[src/rtl/tl_fifo_fixer_ordered.sv]
// TileLink-UL FIFO fixer: holds a new request from a source while that source still has
// requests outstanding to a different FIFO domain or is at its outstanding limit.
module tl_fifo_fixer_ordered #(
    parameter int unsigned SOURCE_BITS  = 3,
    parameter int unsigned ADDR_BITS    = 31,
    parameter int unsigned DATA_BITS    = 64,
    parameter int unsigned DOMAIN_SHIFT = 28,
    parameter int unsigned DOMAIN_BITS  = 2,
    parameter int unsigned MAX_OUT      = 4
) (
    input  logic                     clock,
    input  logic                     reset,
    output logic                     auto_in_a_ready,
    input  logic                     auto_in_a_valid,
    input  logic [2:0]               auto_in_a_bits_opcode,
    input  logic [2:0]               auto_in_a_bits_param,
    input  logic [2:0]               auto_in_a_bits_size,
    input  logic [SOURCE_BITS-1:0]   auto_in_a_bits_source,
    input  logic [ADDR_BITS-1:0]     auto_in_a_bits_address,
    input  logic [DATA_BITS/8-1:0]   auto_in_a_bits_mask,
    input  logic [DATA_BITS-1:0]     auto_in_a_bits_data,
    input  logic                     auto_in_a_bits_corrupt,
    input  logic                     auto_in_d_ready,
    output logic                     auto_in_d_valid,
    output logic [2:0]               auto_in_d_bits_opcode,
    output logic [2:0]               auto_in_d_bits_size,
    output logic [SOURCE_BITS-1:0]   auto_in_d_bits_source,
    output logic [DATA_BITS-1:0]     auto_in_d_bits_data,
    input  logic                     auto_out_a_ready,
    output logic                     auto_out_a_valid,
    output logic [2:0]               auto_out_a_bits_opcode,
    output logic [2:0]               auto_out_a_bits_param,
    output logic [2:0]               auto_out_a_bits_size,
    output logic [SOURCE_BITS-1:0]   auto_out_a_bits_source,
    output logic [ADDR_BITS-1:0]     auto_out_a_bits_address,
    output logic [DATA_BITS/8-1:0]   auto_out_a_bits_mask,
    output logic [DATA_BITS-1:0]     auto_out_a_bits_data,
    output logic                     auto_out_a_bits_corrupt,
    output logic                     auto_out_d_ready,
    input  logic                     auto_out_d_valid,
    input  logic [2:0]               auto_out_d_bits_opcode,
    input  logic [2:0]               auto_out_d_bits_size,
    input  logic [SOURCE_BITS-1:0]   auto_out_d_bits_source,
    input  logic [DATA_BITS-1:0]     auto_out_d_bits_data,
    output logic                     stall_active
);

    localparam int unsigned NUM_SRC = 1 << SOURCE_BITS;
    localparam int          LOG_BEAT = $clog2(DATA_BITS / 8);

    // Largest burst is 128 bytes at 8-bit data, so 8 bits of beat count suffice.
    function automatic logic [7:0] beats_of(input logic has_data, input logic [2:0] size);
        if (has_data && int'(size) > LOG_BEAT) begin
            return 8'd1 << (int'(size) - LOG_BEAT);
        end
        return 8'd1;
    endfunction

    logic [3:0]             flight_q [NUM_SRC];
    logic [3:0]             flight_d [NUM_SRC];
    logic [DOMAIN_BITS-1:0] dom_q    [NUM_SRC];
    logic [DOMAIN_BITS-1:0] dom_d    [NUM_SRC];
    logic [7:0]             a_beat_q, a_beat_d, d_beat_q, d_beat_d;
    logic [7:0]             a_beats, d_beats;
    logic [DOMAIN_BITS-1:0] a_dom;
    logic [SOURCE_BITS-1:0] a_src, d_src;
    logic                   a_first, d_first, d_last, stall, a_fire, d_fire;
    logic [NUM_SRC-1:0]     inc, dec;

    assign a_dom   = auto_in_a_bits_address[DOMAIN_SHIFT +: DOMAIN_BITS];
    assign a_src   = auto_in_a_bits_source;
    assign d_src   = auto_out_d_bits_source;
    assign a_beats = beats_of(~auto_in_a_bits_opcode[2], auto_in_a_bits_size);
    assign d_beats = beats_of(auto_out_d_bits_opcode == 3'd1, auto_out_d_bits_size);
    assign a_first = (a_beat_q == 8'd0);
    assign d_first = (d_beat_q == 8'd0);
    assign d_last  = d_first ? (d_beats == 8'd1) : (d_beat_q == 8'd1);

    assign stall = a_first &&
                   (((flight_q[a_src] != 4'd0) && (dom_q[a_src] != a_dom)) ||
                    (flight_q[a_src] == 4'(MAX_OUT)));

    assign a_fire = auto_in_a_valid && auto_out_a_ready && !stall;
    assign d_fire = auto_out_d_valid && auto_in_d_ready;

    assign auto_out_a_valid = auto_in_a_valid & ~stall;
    assign auto_in_a_ready  = auto_out_a_ready & ~stall;
    assign stall_active     = auto_in_a_valid & stall;

    assign auto_out_a_bits_opcode  = auto_in_a_bits_opcode;
    assign auto_out_a_bits_param   = auto_in_a_bits_param;
    assign auto_out_a_bits_size    = auto_in_a_bits_size;
    assign auto_out_a_bits_source  = auto_in_a_bits_source;
    assign auto_out_a_bits_address = auto_in_a_bits_address;
    assign auto_out_a_bits_mask    = auto_in_a_bits_mask;
    assign auto_out_a_bits_data    = auto_in_a_bits_data;
    assign auto_out_a_bits_corrupt = auto_in_a_bits_corrupt;

    assign auto_out_d_ready      = auto_in_d_ready;
    assign auto_in_d_valid       = auto_out_d_valid;
    assign auto_in_d_bits_opcode = auto_out_d_bits_opcode;
    assign auto_in_d_bits_size   = auto_out_d_bits_size;
    assign auto_in_d_bits_source = auto_out_d_bits_source;
    assign auto_in_d_bits_data   = auto_out_d_bits_data;

    always_comb begin
        a_beat_d = a_beat_q;
        d_beat_d = d_beat_q;
        if (a_fire) begin
            a_beat_d = a_first ? a_beats - 8'd1 : a_beat_q - 8'd1;
        end
        if (d_fire) begin
            d_beat_d = d_first ? d_beats - 8'd1 : d_beat_q - 8'd1;
        end
    end

    always_comb begin
        inc = '0;
        dec = '0;
        for (int s = 0; s < NUM_SRC; s++) begin
            flight_d[s] = flight_q[s];
            dom_d[s]    = dom_q[s];
            inc[s] = a_fire && a_first && (a_src == SOURCE_BITS'(s));
            dec[s] = d_fire && d_last && (d_src == SOURCE_BITS'(s));
            if (inc[s]) begin
                dom_d[s] = a_dom;
            end
            // A same-cycle issue and retire cancel out.
            if (inc[s] && !dec[s]) begin
                flight_d[s] = flight_q[s] + 4'd1;
            end else if (dec[s] && !inc[s] && flight_q[s] != 4'd0) begin
                flight_d[s] = flight_q[s] - 4'd1;
            end
        end
    end

    always_ff @(posedge clock) begin
        if (reset) begin
            a_beat_q <= 8'd0;
            d_beat_q <= 8'd0;
            for (int s = 0; s < NUM_SRC; s++) begin
                flight_q[s] <= 4'd0;
                dom_q[s]    <= '0;
            end
        end else begin
            a_beat_q <= a_beat_d;
            d_beat_q <= d_beat_d;
            for (int s = 0; s < NUM_SRC; s++) begin
                flight_q[s] <= flight_d[s];
                dom_q[s]    <= dom_d[s];
            end
        end
    end

endmodule
[config.mk]
export PLATFORM = sky130hd
export DESIGN_NAME = tl_fifo_fixer_ordered
export DESIGN_NICKNAME = d
export VERILOG_FILES = /design/src/rtl/tl_fifo_fixer_ordered.sv
export SDC_FILE = /design/constraint.sdc
export NUM_CORES = 1
export LEC_CHECK = 0
export BUFFER_PORTS_ARGS = -buffer_cell sky130_fd_sc_hd__buf_2
export CORE_AREA = 3 3 148 150
export DETAILED_ROUTE_END_ITERATION = 10
export DIE_AREA = 0 0 151 153
export MAX_ROUTING_LAYER = met4
export SYNTH_ARGS = -nofsm -noshare
export SYNTH_HDL_FRONTEND = slang
export SYNTH_SLANG_ARGS = --single-unit
[constraint.sdc]
create_clock -name clock -period 6.38 [get_ports clock]
set_input_delay 1.276 -clock clock [delete_from_list [all_inputs] [get_ports clock]]
set_output_delay 1.276 -clock clock [all_outputs]
set_load 0.02 [all_outputs]
==> out/qor.tcl <==
set qor(number_of_buffers_created_by_cts) 9
set qor(synthSimpleGateAreaFrac_pct) 20.94
set qor(worst-path-max-fanout) 13
set qor(final_nets) 868
set qor(syn_area_mm2) 0.006519
set qor(hold_violations) 0
set qor(total_power_mw) 1.685
set qor(synth-xor-area-share_pct) 3.225
set qor(routedWlPerCell_um) 15.18
set qor(rsz0062_at_grt) {false}
set qor(postCtsSetupRepairBufs) 0
set qor(layout_min_cycle_time_ps) 5298
set qor(first_pass_iters) 6
set qor(report.final.setup_viol) 0
set qor(finClkSkew_ps) 7.584
set qor(postCtsResizedCells) 0
set qor(synth-edff-count) 16
set qor(netlist_instances) 795
set qor(critical_path_class) {in2reg}
set qor(post_synth_main_area_contributors) {sky130_fd_sc_hd__buf_4, sky130_fd_sc_hd__dfxtp_1, sky130_fd_sc_hd__edfxtp_1, sky130_fd_sc_hd__ha_1, sky130_fd_sc_hd__nor2_1}
set qor(clock.fmax_mhz) 188.7
set qor(drive_gt1_share_pct) 14.75
set qor(track_usage_pct) 12.38
set qor(coreArea_mm2) 0.02082
set qor(synthMuxAreaShare_pct) 5.221
set qor(cellPowerDensity_mw_per_mm2) 284.9
set qor(area.growth.synth_to_final_pct) -9.251
set qor(static-leakage-power_nw) 2.236
set qor(syn_area_per_cell_um2) 8.200
set qor(h_tree_levels) 3
set qor(diodes) 0
set qor(worst_hold_slack_ps) 468.6
set qor(drc) 0
set qor(floorplan.die_area_mm2) 0.02310
set qor(cts_root_buffer) {sky130_fd_sc_hd__clkbuf_16}
set qor(grt_overflow_total) 0
set qor(synth-compound-area-share_pct) 16.51
set qor(nFillCells) 2276
set qor(post_synth_fa_ha_maj_area_fraction_pct) 7.447
set qor(slew_headroom_pct) 37.98
set qor(setup_tns_ps) 0
set qor(drt_iter0_markers) 264
set qor(cts.reportedPaths.clkPinSlew_ps) 60
set qor(grt_max_degree) 61
set qor(post-route-period-util_pct) 83.04
set qor(synth_async_sr_flop_share_pct) 0
set qor(run_status) {completed}
set qor(detailed_placement_wirelength_estimate_mm) 10.40
set qor(drtAntennaViolNets) 0
set qor(cts-root-to-sink-buffers) 2
set qor(first_global_vias) 4453
set qor(synth_cell_type_count) 66
set qor(rows) 53
set qor(port_buffers) 46
set qor(worst_slew_pin_slew_ps) 926.2
set qor(dieWidth_um) 151
set qor(worst_skew_pair.late_latency_ps) 340
set qor(synthesis.yosys.warnings) 0
set qor(slew_viol_final) 0
set qor(die_height_um) 153
set qor(maxCapViolCount) 0
set qor(ios) 389
set qor(routed_via_density) 5.183
set qor(finalWeightedCongestion) 0.8152
set qor(timing.hold.worst.class) {reg2reg}
set qor(yosys_most_used_dff) {sky130_fd_sc_hd__dfxtp_1}
set qor(wl_mm) 13.95
set qor(effective_utilization_at_floorplan_pct) 31.31
set qor(synthesis.nets) 1024
set qor(critical_path.startpoint_type) {primary input}
set qor(worst-r2r-setup-slack_ps) 2270
set qor(layout_setup_ws_ps) 1082
set qor(ff_latch_count_synth) 64
set qor(critPathRequiredTime_ps) 6580
set qor(clkSinkCount) 64
set qor(cts.hold.buffers_added) 0
set qor(post-synth-top-area-cell) {sky130_fd_sc_hd__buf_4}
set qor(synth_top_family_by_area) {buffers and inverters}
set qor(dp_worst_setup_slack_ps) 726.9
set qor(vdd.ir_drop.worst_mv) 0.1358
set qor(synth_top_cell_area_share_pct) 22.11
set qor(first_pass_grt_wire_length_mm) 22.70
set qor(detailroute.via_count) 4763
set qor(yosysSeqAreaShare_pct) 22.11
set qor(cp-end-kind) {register}
set qor(antenna_found_initial) 0
set qor(tritoncts) {done}
set qor(worst-endpoint-arrival_ps) 5500
cells in the final DEF, fill, tap and decap left out, drive strengths merged, types with 19 or more instances in the layout:
master,count
o21ai,21
nand2b,19
buf,50
dfxtp,48
a21o,22
nand3,27
a21oi,38
nor3,21
ha,26
nand2,34
nor2,69
per-stage QoR:
step                      area, µm²  util (%)  instances
after floorplan                6519         -        795
after global placement         5572     26.76        903
after detailed placement       5572     26.76        903
after CTS                      5916     28.41        919
after global routing           5916     28.41        919
final                          5916     28.41        919
critical path, stage by stage:
cell and delay [ps]:
sky130_fd_sc_hd__buf_2 170, sky130_fd_sc_hd__ha_1 230, sky130_fd_sc_hd__ha_1 200, sky130_fd_sc_hd__or4_1 550
sky130_fd_sc_hd__or4_1 550, sky130_fd_sc_hd__ha_1 220, sky130_fd_sc_hd__a21boi_0 360, sky130_fd_sc_hd__nor3_2 160
sky130_fd_sc_hd__nand4_1 310, sky130_fd_sc_hd__nand2b_1 170, sky130_fd_sc_hd__ha_1 300, sky130_fd_sc_hd__a21o_1 170
sky130_fd_sc_hd__a21o_1 170, sky130_fd_sc_hd__or3_1 300, sky130_fd_sc_hd__mux2i_1 170, sky130_fd_sc_hd__xnor2_1 140
sky130_fd_sc_hd__nor2_1 50
path summary, 6_finish.rpt:
path | startpoint | endpoint | cells after the start
setup / recovery | auto_out_d_bits_size[0] | flight_q[2][3] | 17
hold / removal | d_beat_q[3] | d_beat_q[3] | 2
setup reg to reg | flight_q[2][0] | flight_q[3][3] | 14
hold reg to reg | d_beat_q[3] | d_beat_q[3] | 2
synth_stat cells (4+ instances only):
| library cell | number |
|---|---|
| sky130_fd_sc_hd__a211oi_1 | 11 |
| sky130_fd_sc_hd__a21boi_0 | 4 |
| sky130_fd_sc_hd__a21o_1 | 22 |
| sky130_fd_sc_hd__a21oi_1 | 38 |
| sky130_fd_sc_hd__a22oi_1 | 7 |
| sky130_fd_sc_hd__a31oi_1 | 8 |
| sky130_fd_sc_hd__and2_1 | 8 |
| sky130_fd_sc_hd__and3_1 | 7 |
| sky130_fd_sc_hd__buf_2 | 7 |
| sky130_fd_sc_hd__buf_4 | 192 |
| sky130_fd_sc_hd__clkbuf_1 | 17 |
| sky130_fd_sc_hd__dfxtp_1 | 48 |
| sky130_fd_sc_hd__edfxtp_1 | 16 |
| sky130_fd_sc_hd__fa_1 | 8 |
| sky130_fd_sc_hd__ha_1 | 26 |
| sky130_fd_sc_hd__inv_1 | 13 |
| sky130_fd_sc_hd__mux2_2 | 12 |
| sky130_fd_sc_hd__mux2i_1 | 16 |
| sky130_fd_sc_hd__nand2_1 | 33 |
| sky130_fd_sc_hd__nand2b_1 | 19 |
| sky130_fd_sc_hd__nand3_1 | 27 |
| sky130_fd_sc_hd__nand3b_1 | 4 |
| sky130_fd_sc_hd__nand4_1 | 8 |
| sky130_fd_sc_hd__nor2_1 | 69 |
| sky130_fd_sc_hd__nor2b_1 | 9 |
| sky130_fd_sc_hd__nor3_1 | 20 |
| sky130_fd_sc_hd__nor4_1 | 13 |
| sky130_fd_sc_hd__o211ai_1 | 4 |
| sky130_fd_sc_hd__o21a_1 | 7 |
| sky130_fd_sc_hd__o21ai_0 | 19 |
| sky130_fd_sc_hd__or2_2 | 6 |
| sky130_fd_sc_hd__or3_1 | 12 |
| sky130_fd_sc_hd__or4_1 | 7 |
| sky130_fd_sc_hd__xnor2_1 | 15 |
| sky130_fd_sc_hd__xor2_1 | 9 |
state kept, by name, summed over array words and instances, names as in the netlist:
register and flops:
d_beat_q 8, flight_q 32, a_beat_q 8, dom_q 16
cells by family after synthesis:
logic type                 after synthesis
buffers and inverters                  230
DFF                                     64
muxes                                   30
xor gates and xnor gates                24
adders and majority gates               34
AOI/OAI and AO/OA                      155
and+or+nand+nor                        258
cell type report:
| type | instances | area, µm² | area share (%) |
|---|---|---|---|
| Clock buffer | 10 | 239.0 | 4.040 |
| Sequential cell | 64 | 1441 | 24.37 |
| Timing Repair Buffer | 50 | 260.3 | 4.399 |
| Inverter | 13 | 48.80 | 0.8249 |
| Tap cell | 275 | 344.1 | 5.816 |
| Multi-Input combinational cell | 501 | 3477 | 58.78 |
| Clock inverter | 6 | 105.1 | 1.777 |
metal layers:
layer / GRT usage, % / share of wire [%] / up-vias / wire (µm)
met4: 8.074 / 5.8 / 0 / 810
li1: - / - / 2334 / -
met1: 15.87 / 47 / 2206 / 6516
met5: - / 0 / - / 0
met3: 3.143 / 6.4 / 87 / 890
met2: 17.08 / 41 / 136 / 5729
power by group:
part | total, mW | internal (mW) | switching [mW] | leakage [nW]
clock | 0.578 | 0.390 | 0.188 | 0.170
combinational | 0.603 | 0.240 | 0.363 | 1.51
sequential | 0.505 | 0.458 | 0.0465 | 0.553
Power figures use the tool's default switching activity.
